## src/rtl/isp_buf_pkg.sv

```systemverilog
// Shared types and constants for the line buffer reader and its output FIFO.
// Holds the reader FSM state encoding and the FIFO depth.
package isp_buf_pkg;

  typedef enum logic [1:0] {
    IDLE  = 2'd0,
    READ  = 2'd1,
    DRAIN = 2'd2
  } state_t;

  localparam int FIFO_DEPTH = 2;

endpackage

```

## src/rtl/line_buf_reader_if.sv

```systemverilog
// Valid/ready output stream of the line buffer reader.
// outEol exists only when LINE_BUF_READER_EOL_EN is defined.
interface line_buf_reader_if #(
  parameter int dataWidth = 8
) ();

  logic                 outValid;
  logic                 outReady;
  logic [dataWidth-1:0] outData;
`ifdef LINE_BUF_READER_EOL_EN
  logic                 outEol;

  modport master (
    output outValid,
    output outData,
    output outEol,
    input  outReady
  );

  modport slave (
    input  outValid,
    input  outData,
    input  outEol,
    output outReady
  );
`else
  modport master (
    output outValid,
    output outData,
    input  outReady
  );

  modport slave (
    input  outValid,
    input  outData,
    output outReady
  );
`endif

endinterface

```

## src/rtl/skid_fifo2.sv

```systemverilog
// Two-entry valid/ready FIFO; head is presented directly on the output.
// The caller guarantees it never pushes into a full FIFO.
module skid_fifo2
  import isp_buf_pkg::*;
#(
  parameter int W = 8
) (
  input  logic         clk,
  input  logic         rst_n,
  input  logic         push,
  input  logic [W-1:0] push_data,
  input  logic         pop,
  output logic         valid,
  output logic [W-1:0] head,
  output logic [1:0]   count
);

  logic [W-1:0] mem [FIFO_DEPTH];
  logic         wp;
  logic         rp;
  logic [1:0]   cnt;
  logic         take;

  assign valid = (cnt != 2'd0);
  assign head  = mem[rp];
  assign count = cnt;
  assign take  = pop && valid;

  always_ff @(posedge clk or negedge rst_n) begin
    if (!rst_n) begin
      for (int i = 0; i < FIFO_DEPTH; i++) begin
        mem[i] <= '0;
      end
      wp  <= 1'b0;
      rp  <= 1'b0;
      cnt <= 2'd0;
    end else begin
      if (push) begin
        mem[wp] <= push_data;
        wp      <= ~wp;
      end
      if (take) begin
        rp <= ~rp;
      end
      cnt <= cnt + {1'b0, push} - {1'b0, take};
    end
  end

endmodule

```

## src/rtl/line_buf_reader.sv

```systemverilog
// Streams one line of words out of a synchronous RAM onto a valid/ready port.
// Define LINE_BUF_READER_EOL_EN to add outEol on the last word of each line.
module line_buf_reader
  import isp_buf_pkg::*;
#(
  parameter int dataWidth  = 8,
  parameter int arrayWidth = 4
) (
  input  logic                  clk,
  input  logic                  rst_n,
  input  logic                  start,
  input  logic [arrayWidth-1:0] baseAddr,
  input  logic [arrayWidth:0]   lineLen,
  output logic                  busy,
  output logic                  done,
  output logic                  ramReadEnable,
  output logic [arrayWidth-1:0] ramReadAddr,
  input  logic [dataWidth-1:0]  ramReadData,
  line_buf_reader_if.master     stream
);

  localparam logic [arrayWidth:0] ONE = (arrayWidth+1)'(1);

`ifdef LINE_BUF_READER_EOL_EN
  localparam int EW = dataWidth + 1;
`else
  localparam int EW = dataWidth;
`endif

  state_t                state;
  state_t                state_nx;
  logic [arrayWidth-1:0] addr_q;
  logic [arrayWidth:0]   issue_left;
  logic [arrayWidth:0]   out_left;
  logic                  pend;
  logic                  done_q;
  logic                  start_ok;
  logic                  zero_ok;
  logic                  issue;
  logic                  pop;
  logic                  last_pop;
  logic                  last_issue;
  logic [1:0]            occ;
  logic [2:0]            load;
  logic [EW-1:0]         push_data;
  logic [EW-1:0]         head;
  logic                  fifo_valid;

  assign start_ok   = (state == IDLE) && start && (lineLen != '0);
  assign zero_ok    = (state == IDLE) && start && (lineLen == '0);
  assign pop        = fifo_valid && stream.outReady;
  assign last_pop   = pop && (out_left == ONE);
  assign last_issue = issue && (issue_left == ONE);

  // Words already held plus the one arriving now must leave room for this read.
  assign load  = {1'b0, occ} + {2'b0, pend};
  assign issue = (state == READ) && (load < (3'd2 + {2'b0, pop}));

  assign busy          = (state != IDLE);
  assign done          = done_q;
  assign ramReadEnable = issue;
  assign ramReadAddr   = addr_q;

  always_comb begin
    state_nx = state;
    unique case (state)
      IDLE:    if (start_ok) state_nx = READ;
      READ:    if (last_issue) state_nx = DRAIN;
      DRAIN:   if (last_pop) state_nx = IDLE;
      default: state_nx = IDLE;
    endcase
  end

  always_ff @(posedge clk or negedge rst_n) begin
    if (!rst_n) begin
      state      <= IDLE;
      addr_q     <= '0;
      issue_left <= '0;
      out_left   <= '0;
      pend       <= 1'b0;
      done_q     <= 1'b0;
    end else begin
      state  <= state_nx;
      pend   <= issue;
      done_q <= zero_ok || ((state == DRAIN) && last_pop);
      if (start_ok) begin
        addr_q     <= baseAddr;
        issue_left <= lineLen;
        out_left   <= lineLen;
      end else begin
        if (issue) begin
          addr_q     <= addr_q + 1'b1;
          issue_left <= issue_left - ONE;
        end
        if (pop) begin
          out_left <= out_left - ONE;
        end
      end
    end
  end

`ifdef LINE_BUF_READER_EOL_EN
  logic pend_last;

  always_ff @(posedge clk or negedge rst_n) begin
    if (!rst_n) begin
      pend_last <= 1'b0;
    end else begin
      pend_last <= last_issue;
    end
  end

  assign push_data     = {pend_last, ramReadData};
  assign stream.outEol = head[dataWidth];
`else
  assign push_data = ramReadData;
`endif

  assign stream.outData  = head[dataWidth-1:0];
  assign stream.outValid = fifo_valid;

  skid_fifo2 #(
    .W (EW)
  ) u_fifo (
    .clk       (clk),
    .rst_n     (rst_n),
    .push      (pend),
    .push_data (push_data),
    .pop       (pop),
    .valid     (fifo_valid),
    .head      (head),
    .count     (occ)
  );

endmodule

```

## src/flat_wrapper.sv

```systemverilog
// flat-port wrapper written by rule: the top's interface ports become plain ports
module line_buf_reader_flat import isp_buf_pkg::*;
#(
  parameter int dataWidth  = 8,
  parameter int arrayWidth = 4
)
  (clk, rst_n, start, baseAddr, lineLen, busy, done, ramReadEnable, ramReadAddr, ramReadData, stream_outValid, stream_outData, stream_outReady);
  line_buf_reader_if #(.dataWidth(dataWidth)) stream_i ();
  input  logic clk;
  input  logic rst_n;
  input  logic start;
  input  logic [arrayWidth-1:0] baseAddr;
  input  logic [arrayWidth:0] lineLen;
  output logic busy;
  output logic done;
  output logic ramReadEnable;
  output logic [arrayWidth-1:0] ramReadAddr;
  input  logic [dataWidth-1:0] ramReadData;
  output wire logic [$bits(stream_i.outValid)-1:0] stream_outValid;
  output wire logic [$bits(stream_i.outData)-1:0] stream_outData;
  input wire logic [$bits(stream_i.outReady)-1:0] stream_outReady;
  assign stream_outValid = stream_i.outValid;
  assign stream_outData = stream_i.outData;
  assign stream_i.outReady = stream_outReady;
  line_buf_reader #(.dataWidth(dataWidth), .arrayWidth(arrayWidth)) u_core (.clk(clk), .rst_n(rst_n), .start(start), .baseAddr(baseAddr), .lineLen(lineLen), .busy(busy), .done(done), .ramReadEnable(ramReadEnable), .ramReadAddr(ramReadAddr), .ramReadData(ramReadData), .stream(stream_i));
endmodule
```

## config.mk

```make
export PLATFORM = sky130hd
export DESIGN_NAME = line_buf_reader_flat
export DESIGN_NICKNAME = d
export VERILOG_FILES = /design/src/rtl/isp_buf_pkg.sv /design/src/rtl/line_buf_reader_if.sv /design/src/rtl/skid_fifo2.sv /design/src/rtl/line_buf_reader.sv /design/src/flat_wrapper.sv
export SDC_FILE = /design/constraint.sdc
export NUM_CORES = 1
export LEC_CHECK = 0
export CAP_MARGIN = 20
export CORE_MARGIN = 5
export CORE_UTILIZATION = 55
export CTS_CLUSTER_DIAMETER = 200
export CTS_CLUSTER_SIZE = 24
export DETAILED_ROUTE_END_ITERATION = 12
export DONT_BUFFER_PORTS = 1
export PLACE_DENSITY_LB_ADDON = 0.2
export SETUP_SLACK_MARGIN = 0.15
export SLEW_MARGIN = 40
export SYNTH_ARGS = -nofsm -noshare
export SYNTH_HDL_FRONTEND = slang
export SYNTH_HIERARCHICAL = 1
export SYNTH_SLANG_ARGS = --single-unit
```

## constraint.sdc

```tcl
create_clock -name clk -period 3.7 [get_ports clk]
set_clock_uncertainty 0.2 [all_clocks]
set_input_delay 0.74 -clock clk [delete_from_list [all_inputs] [get_ports clk]]
set_output_delay 0.74 -clock clk [all_outputs]
set_load 0.01 [all_outputs]
```

==> impl_metrics.yaml <==
cts:
  clkSinkCount: 38
  cts-root-buf: "clkbuf_4"
  cts_made_buffers: 5
  path_clk_slew_ns: 0.11
  clock_latency_ns: 0.33
  cts_tree: "done"
  htreeDepth: 2
  cts_buffer_depth: 2
cells_and_area:
  diodes: 0
  drive_above_1_share_pct: 25.75
  fin_nets: 196
  area_growth_pct: 6.262
worst_setup_path:
  slowest_delay_ns: 0.45
  critPathSlowestCell: "dfrtp_1"
  cp_data_required_time_ns: 2.76
  critPathLaunchType: "register"
  cpMostUsedCell: "ha_1"
  worstSetupEndpointType: "output pin"
  cp_max_fo: 11
  crit_type: "reg2out"
  cp_cell_sequence: "ha_1, ha_1, or3b_1, a21o_4, clkinv_4"
  arrival_ns: 1.90
logic_synthesis:
  yosysMostFrequentCell: "dfrtp_1"
  synthCells: 160
  async_flop_share_pct: 100.0
  synth-seq-cells: 38
  yosysWarnings: 6
  synth.avg_cell_area_um2: 12.11
  synthTopCellsByArea: "dfrtp_1, mux2_2, mux2_4, ha_1, xnor2_1"
  ys_dominant_reg_cell: "dfrtp_1"
  synth_cell_types: 41
  synth_edf_count: 0
  netlist.area_leader.share_pct: 49.06
  synth_common_cells: "dfrtp_1, mux2_2, inv_1, ha_1, nand2_1"
  yosysSeqAreaShare_pct: 49.06
  synthesis.nets: 190
  synth_top_area_cell: "dfrtp_1"
  synth_area_um2: 1938
sta:
  fin_tns_setup_ns: 0
  whs_ns: 0.02486
  tightest_slew_ns: 0.6166
  rsz0062_at_grt: "no"
  hold_viol: 0
  max_freq_ghz: 0.3517
  setup_viol: 0
  period_minus_slack_ns: 2.843
  fin_crit_sh_pct: 76.84
  slew_headroom_pct: 58.70
  report.final.slew_viol_count: 0
die:
  die_area_um2: 4811
  die_x_um: 69.36
  fp-row-count: 21
  ios: 37
  start_util_pct: 57.63
  core_um2: 3363
  die_h_um: 69.36
power:
  p_leak_nw: 0.9229
  ir_drop_v: 0.0004406
  powerDensity_nw_per_um2: 966.7
placed_design:
  gp_congestion: 0.8577
  post-dp-hpwl_mm: 2.792
  port_buffers: 0
global_routing:
  grt_max_degree: 39
  antenna_found_initial: 0
  grt_pass1_vias: 1305
  grt_pass1_wl_mm: 6.044
  grt_use_total_pct: 15.64
  grt-ovfl-total: 0
route:
  viasPerCell: 5.714
  drc: 0
  routed_wl_mm: 3.696
  first_pass_iters: 3
  ant_nets: 0
  dr_total_vias: 1217
  initialDrtViolationCount: 67
  wl_per_cell_um: 17.35
run:
  drv_cap: 0
worst_hold_path:
  min_path_type: "in2async"
outcome:
  status: "finished clean"
[path summary, 6_finish.rpt]
check	from	end	slack, ns	depth (start not counted)
min in group clk	u_core/u_fifo/mem[0]$_DFFE_PN0P_	u_core/u_fifo/mem[0]$_DFFE_PN0P_	0.31	1
hold reg to reg	u_core/u_fifo/mem[0]$_DFFE_PN0P_	u_core/u_fifo/mem[0]$_DFFE_PN0P_	0.31	1
setup reg to reg	u_core/pend$_DFF_PN0_	u_core/issue_left[4]$_DFFE_PN0P_	1.41	7
hold / removal	rst_n	u_core/u_fifo/mem[11]$_DFFE_PN0P_	0.02	1
max in group asynchronous	rst_n	u_core/u_fifo/mem[10]$_DFFE_PN0P_	3.08	1
setup / recovery	u_core/pend$_DFF_PN0_	ramReadEnable	0.86	5
[report_power, final]
group | leakage [nW] | switching [W] | total, W | internal [W]
clock | 0.0353 | 0.000128 | 0.000221 | 0.0000921
sequential | 0.451 | 0.000194 | 0.000824 | 0.000629
combinational | 0.437 | 0.000458 | 0.000947 | 0.000488
[worst max-delay path, delay by kind of cell (launching register included)]
| family | cells | cell delay (ns) |
|---|---|---|
| simple gates | 1 | 0.38 |
| compound gates | 1 | 0.23 |
| flops | 1 | 0.45 |
| fa+ha+maj | 2 | 0.39 |
| buf+inv | 1 | 0.10 |
[cell usage in the layout (no fill, tap or decap), drive strengths merged]
| master | count |
|---|---|
| dfrtp | 38 |
| mux2 | 24 |
| inv | 10 |
| nand2 | 10 |
| ha | 9 |
| o21ai | 9 |
| xnor2 | 7 |
| nor2 | 7 |
| clkbuf | 7 |
| a21oi | 4 |
| nand3 | 4 |
| a21o | 4 |
| xor2 | 3 |
| or2 | 2 |
| nand3b | 2 |
| and2 | 2 |
| o21a | 2 |
| nor4 | 2 |
| a31oi | 2 |
| a221o | 2 |
| clkinv | 2 |
| nor4bb | 1 |
| nand4b | 1 |
| or4 | 1 |
| or4b | 1 |
| or3b | 1 |
| nor3b | 1 |
| o211ai | 1 |
| o311ai | 1 |
| and4b | 1 |
| o31ai | 1 |
| a31o | 1 |
| a211oi | 1 |
| o31a | 1 |
| buf | 1 |
| nor2b | 1 |
[kinds of logic after synthesis]
family / share of synthesized area (%)
AOI/OAI and AO/OA: 10.46
adders and majority gates: 5.810
xor gates and xnor gates: 4.519
DFF: 49.06
and+or+nand+nor: 11.43
muxes: 15.49
buffers and inverters: 3.228
[timing repair]
| item | in CTS | in global routing |
|---|---|---|
| hold buffers | 1 | 0 |
| gates resized for setup | 0 | 0 |
| hold endpoints to repair | 38 | 0 |
| endpoints found under the setup margin | 0 | 0 |
| setup buffers | 0 | 0 |
[through the flow]
step / area [um^2] / setup slack (ns) / utilization [%] / total power [W] / std cells
2_1_floorplan: 1938 / 1.312 / - / 0.001593 / 160
3_3_place_gp: 1979 / 1.251 / 58.85 / 0.001720 / 204
3_5_place_dp: 1979 / 1.223 / 58.85 / 0.001784 / 204
4_1_cts: 2059 / 0.8268 / 61.24 / 0.002022 / 213
5_1_grt: 2059 / 0.7398 / 61.24 / 0.002161 / 213
6_report: 2059 / 0.8569 / 61.24 / 0.001991 / 213
[flip-flops by register name, indices dropped and copies added (netlist names)]
signal,cells
u_core/u_fifo/mem,16
u_core/issue_left,5
u_core/out_left,5
u_core/ramReadAddr,4
u_core/state,2
u_core/u_fifo/count,2
u_core/done,1
u_core/pend,1
u_core/u_fifo/rp,1
u_core/u_fifo/wp,1
[area by class of cell]
cell class	count	area [um^2]
clock buffer	7	55.05
timing repair buffer	1	20.02
multi-input combinational	109	924.6
tap	46	57.56
sequential	38	950.9
clock inverter	1	5.005
inverter	11	46.29
fill	299	1304
[metal layers]
metal | vias to the layer above | GRT usage, % | share of wire [%] | wire (um)
met4 | 0 | 6.074 | 1.9 | 71
met3 | 10 | 6.812 | 7.0 | 260
met1 | 594 | 17.28 | 40 | 1470
li1 | 581 | - | - | -
met2 | 32 | 26.38 | 51 | 1893
met5 | - | 0 | 0 | 0
(Power assumes the default switching activity.)
